**src/rtl/mbscore_fetch.sv**
```systemverilog
// mbscore_fetch: instruction-fetch stage between the core controller and the
// instruction-memory port. It holds PC and IR, issues imem reads on inst_re,
// and picks the next PC (sequential, jump, branch, JR, halt) on next.
module mbscore_fetch #(
  parameter int              ADDR_WIDTH = 32,
  parameter int              DATA_WIDTH = 32,
  parameter logic [31:0]     RESET_PC   = 32'h00000000,
  parameter logic [7:0]      TIMEOUT    = 8'd255
) (
  input  logic                  clk,
  input  logic                  rst_n,
  input  logic                  stop,
  input  logic                  inst_re,
  input  logic                  next,
  input  logic                  JAL_or_J,
  input  logic                  BEQ_or_BNE,
  input  logic                  JR,
  input  logic                  hlt,
  input  logic                  alu_flag,
  input  logic [DATA_WIDTH-1:0] rs_data,
  output logic                  imem_req,
  output logic [ADDR_WIDTH-1:0] imem_addr,
  input  logic [DATA_WIDTH-1:0] imem_rdata,
  input  logic                  imem_ready,
  output logic [DATA_WIDTH-1:0] inst,
  output logic [ADDR_WIDTH-1:0] pc,
  output logic [ADDR_WIDTH-1:0] pc_plus4,
  output logic                  pause,
  output logic                  halted,
  output logic                  fetch_err
);

  localparam logic [1:0] ST_IDLE = 2'd0;
  localparam logic [1:0] ST_WAIT = 2'd1;
  localparam logic [1:0] ST_HALT = 2'd2;

  localparam logic [ADDR_WIDTH-1:0] PC_STEP  = ADDR_WIDTH'(4);
  localparam logic [ADDR_WIDTH-1:0] PC_RESET = ADDR_WIDTH'(RESET_PC);

  logic [1:0]            state;
  logic [7:0]            wait_cnt;
  logic [ADDR_WIDTH-1:0] jump_target;
  logic [ADDR_WIDTH-1:0] branch_target;
  logic [ADDR_WIDTH-1:0] raw_target;
  logic [ADDR_WIDTH-1:0] next_pc;
  logic [ADDR_WIDTH-1:0] npc_sel;
  logic                  take_next;
  logic                  target_misaligned;
  logic                  halt_now;

  assign pc_plus4      = pc + PC_STEP;
  assign jump_target   = {pc_plus4[ADDR_WIDTH-1:28], inst[25:0], 2'b00};
  assign branch_target = pc_plus4 + {{(ADDR_WIDTH-18){inst[15]}}, inst[15:0], 2'b00};

  // next-PC selection, highest priority first: halt, JR, jump, taken branch, sequential
  always_comb begin
    raw_target = pc_plus4;
    if (hlt) begin
      raw_target = pc;
    end else if (JR) begin
      raw_target = rs_data[ADDR_WIDTH-1:0];
    end else if (JAL_or_J) begin
      raw_target = jump_target;
    end else if (BEQ_or_BNE && alu_flag) begin
      raw_target = branch_target;
    end
  end

  assign target_misaligned = |raw_target[1:0];
  assign next_pc           = {raw_target[ADDR_WIDTH-1:2], 2'b00};
  assign take_next         = next && (state == ST_IDLE);
  assign halt_now          = take_next && hlt;
  assign npc_sel           = take_next ? next_pc : pc;
  assign pause             = (state == ST_WAIT) && !imem_ready;

  // fetch FSM, PC/IR update, request handshake and wait-cycle watchdog
  always_ff @(posedge clk or negedge rst_n) begin
    if (!rst_n) begin
      state     <= ST_IDLE;
      pc        <= PC_RESET;
      inst      <= '0;
      imem_req  <= 1'b0;
      imem_addr <= PC_RESET;
      halted    <= 1'b0;
      fetch_err <= 1'b0;
      wait_cnt  <= 8'd0;
    end else if (stop) begin
      state     <= ST_IDLE;
      pc        <= PC_RESET;
      inst      <= '0;
      imem_req  <= 1'b0;
      imem_addr <= PC_RESET;
      halted    <= 1'b0;
      fetch_err <= 1'b0;
      wait_cnt  <= 8'd0;
    end else begin
      case (state)
        ST_IDLE: begin
          if (take_next) begin
            pc <= next_pc;
            if (target_misaligned) begin
              fetch_err <= 1'b1;
            end
            if (hlt) begin
              state  <= ST_HALT;
              halted <= 1'b1;
            end
          end
          if (inst_re && !halt_now) begin
            imem_req  <= 1'b1;
            imem_addr <= npc_sel;
            state     <= ST_WAIT;
          end
        end
        ST_WAIT: begin
          if (imem_ready) begin
            inst     <= imem_rdata;
            imem_req <= 1'b0;
            wait_cnt <= 8'd0;
            state    <= ST_IDLE;
          end else if (wait_cnt == TIMEOUT - 8'd1) begin
            fetch_err <= 1'b1;
            inst      <= '0;
            imem_req  <= 1'b0;
            wait_cnt  <= 8'd0;
            state     <= ST_IDLE;
          end else begin
            wait_cnt <= wait_cnt + 8'd1;
          end
        end
        ST_HALT: begin
          imem_req <= 1'b0;
        end
        default: begin
          state    <= ST_IDLE;
          imem_req <= 1'b0;
        end
      endcase
    end
  end

endmodule

```
**config.mk**
```make
export PLATFORM = sky130hd
export DESIGN_NAME = mbscore_fetch
export DESIGN_NICKNAME = d
export VERILOG_FILES = /design/src/rtl/mbscore_fetch.sv
export SDC_FILE = /design/constraint.sdc
export NUM_CORES = 1
export LEC_CHECK = 0
export CAP_MARGIN = 10
export CORE_UTILIZATION = 28
export DETAILED_ROUTE_END_ITERATION = 12
export SYNTH_ARGS = -nofsm -noshare
export SYNTH_HDL_FRONTEND = slang
export SYNTH_SLANG_ARGS = --single-unit
export TNS_END_PERCENT = 10
```
**constraint.sdc**
```tcl
create_clock -name clk -period 5.1 [get_ports clk]
set_input_delay 1.02 -clock clk [delete_from_list [all_inputs] [get_ports clk]]
set_output_delay 1.02 -clock clk [all_outputs]
set_load 0.01 [all_outputs]
```
==> summary.md, run 1 <==
| Metric | Value |
|---|---|
| HP Start | `inst[26]` |
| Vias in the first global route | `7770` |
| First-pass GRT wire length | `46.7 mm` |
| Share of cells above drive strength 1 | `5.86%` |
| Drt pass-1 iters | `5` |
| Worst vdd ir | `0.147 mV` |
| Most frequent cells in the layout | `clkdlybuf4s50_1, nand2_1, dfrtp_1, o21ai_0, nor2_1` |
| Yosys reg bits | `109` |
| Fin area | `10400 um2` |
| R2R Path Start | `pc[2]` |
| Syn avg cell area | `8.15 um2` |
| Yosys synthesis warning count | `0` |
| Num CTS Buffers | `9` |
| Unique cell type count in the Yosys netlist | `76` |
| Clock Tree Buf Depth | `2` |
| Period minus WS final | `4350 ps` |
| Most common cell after layout, fill and taps aside | `clkdlybuf4s50_1` |
| Setup Buffers After CTS | `0` |
| Drt via density | `5.34` |
| Filler cells | `2754` |
| Final nets | `1235` |
| DR WL/cell | `20.8 um` |
| Syn Inst Count | `935` |
| Remaining routing DRC violations | `0` |
| Final Hold Viols | `0` |
| Die Width | `167 um` |
| Core Box Area | `26800 um2` |
| Prevailing post-synth register cell | `dfrtp_1` |
| Worst setup path startpoint | `pc[2]` |
| Area growth, synth to finish | `36.2%` |
| Routed Antenna Nets | `0` |
| Routability cong. | `0.919` |
| Final setup violation count | `0` |
| Initial Util | `28.4%` |
| Final cycle utilization of the critical path | `85.3%` |
| Crit Path Max Fanout | `8` |
| Rows | `60` |
| Worst min path class | `reg -> reg` |
| Depth of the worst hold-timing path | `2` |
| RSZ-0062 raised after global routing | `false` |
| Leak pwr | `4.34 nW` |
| Crit path DAT | `4630 ps` |
| Ant. Diodes | `0` |
| Port bufs | `206` |
| GRT overflow | `0` |
| Synth Cell Area | `7620 um2` |
| Cell-by-cell trace of the critical path | `ha_1 -> nand4_1 -> nor2_1 -> and4_1 -> xor2_1 -> ha_1 -> a21oi_4 -> o21a_1 -> o21ai_1 -> or3_1 -> o22a_2 -> a311oi_1 -> xnor2_1 -> nor2_1 -> o32ai_2` |
| Pin count of the biggest net entering global routing | `76` |
| Hold Buf Count CTS | `0` |
| Hold WS | `484 ps` |
| Crit end category | `flip-flop` |
| Relative slew slack | `34.1%` |
| Final Slew Violations | `0` |
| Initial detailed-routing violation count | `590` |
| CP startpoint kind | `flip-flop` |
| Max-Cap Viols | `0` |
| Worst slew pin tran | `989 ps` |
| Initial antenna violation count | `0` |
| Routed vias | `7832` |
| Sequential area share after synthesis | `35.8%` |
| Fin Setup TNS | `0 ps` |
| Post-Syn Nets | `1049` |
| HPWL after DPL | `23.9 mm` |
| Gr usage total | `22.0%` |
| CTS tree | `yes` |
| Slowest stage delay, CP | `450 ps` |
| Slowest stage cell, crit path | `ha_1` |
| Height of the die | `167 um` |
| Clock latency on the worst-skew pair | `370 ps` |
| Post-route insts no fill | `1467` |
| Post-cts sizing count | `0` |
| Worst r2r path cells | `15` |
| Placed cell area | `10000 um2` |
| Async S/R FF share, synth | `100%` |
| Placed cell count | `1451` |
| Root buffer cell | `clkbuf_16` |
| Peak Freq | `0.230 GHz` |
| Post-synth EDFFs | `0` |
| Status | `complete, no violations` |
| CP required | `5380 ps` |
| Total clock sinks | `109` |
| Die area | `27900 um2` |
| H-tree depth | `3` |
| Clk slew on worst S/H paths | `90 ps` |
| Skew final | `6.94 ps` |
| Pwr dens | `234 nW/um2` |
| Total Routed Length | `30.5 mm` |
| I/O pins | `207` |
| Kind of critical path | `reg -> reg` |
routing by layer:
layer,global-route usage [%],routed length (um),up-vias
met4,4.99,560,0
met1,27.6,13000,3753
li1,-,-,3724
met2,35.9,14000,323
met3,7.68,2920,32
met5,0,0,-
registers in the layout, summed over array words and instances, names as in the netlist:
signal,count
state,2
inst,32
wait_cnt,8
imem_addr,32
imem_req,1
pc,32
fetch_err,1
halted,1
power breakdown:
part           switching (mW)  total [mW]  leakage, nW  internal, mW
clock                   0.393       0.793        0.158         0.400
sequential             0.0716       0.982         1.49         0.911
combinational           0.367       0.655         2.69         0.288
synthesized netlist by cell type (all sizes together), types with 7 or more instances:
cell,number,area (um2)
o22ai,10,62.6
nand2b,13,81.3
a211oi,14,115
and3,16,105
nor3,13,75.1
o211ai,10,80.1
o221ai,7,61.3
a21o,18,136
or3,7,43.8
xor2,21,191
nand3,34,170
nand2,171,644
a31oi,10,68.8
dfrtp,109,2730
and2,9,57.6
a21oi,62,329
nand4,9,62.6
clkbuf,44,165
a22o,10,87.6
ha,38,475
inv,18,67.6
o21ai,106,534
nor2,71,267
xnor2,30,263
mux2i,7,70.1
cell families after synthesis:
group | count (synthesis) | synth area share [%]
adders and majority gates | 39 | 6.51
xor gates and xnor gates | 51 | 5.96
and+or+nand+nor | 362 | 21.8
buffers and inverters | 68 | 3.56
AOI/OAI and AO/OA | 298 | 25.3
DFF | 109 | 35.8
muxes | 8 | 1.07
path summary, 6_finish.rpt:
check                                endpoint  slack (ps)
worst max-delay path            imem_addr[31]         750
worst min-delay path                 inst[26]         480
worst max register to register  imem_addr[31]         750
worst min register to register       inst[26]         480
max in group asynchronous            inst[20]        3230
min in group asynchronous         wait_cnt[5]         800
per-stage QoR:
step | util (%) | worst slack [ps] | total power, mW
6_report | 38.7 | 750 | 2.43
5_1_grt | 38.7 | 423 | 2.54
4_1_cts | 38.7 | 777 | 2.45
3_5_place_dp | 37.5 | 806 | 1.65
3_3_place_gp | 37.5 | 858 | 1.65
2_1_floorplan | - | 1230 | 1.30
critical path, delay by kind of cell, from the launching register on:
family	cells	cell delay, ps
AO/OA/AOI/OAI	6	1380
adder cells (fa/ha/maj)	2	690
XOR/XNOR	2	520
flip-flops	1	440
AND/OR/NAND/NOR	5	1230
area by class of cell:
type / instances / area [um2] / share of cell area (%)
clock buffers: 9 / 225 / 2.17
repair buffers: 225 / 2200 / 21.2
multi-input cells: 758 / 4620 / 44.6
clock inverters: 7 / 100 / 0.965
well taps: 341 / 427 / 4.11
inverters: 18 / 67.6 / 0.651
flip-flops and latches: 109 / 2730 / 26.3
Power figures use the tool's default switching activity.
==> inputs of run 2 (changes only) <==
--- a/config.mk
+++ b/config.mk
@@ -7,6 +7,7 @@
 export LEC_CHECK = 0
 export CAP_MARGIN = 10
 export CORE_UTILIZATION = 28
+export CTS_CLUSTER_SIZE = 10
 export DETAILED_ROUTE_END_ITERATION = 12
 export SYNTH_ARGS = -nofsm -noshare
 export SYNTH_HDL_FRONTEND = slang
==> results of run 2 <==
No change in the layout: final DEF, timing and power equal those of run 1.
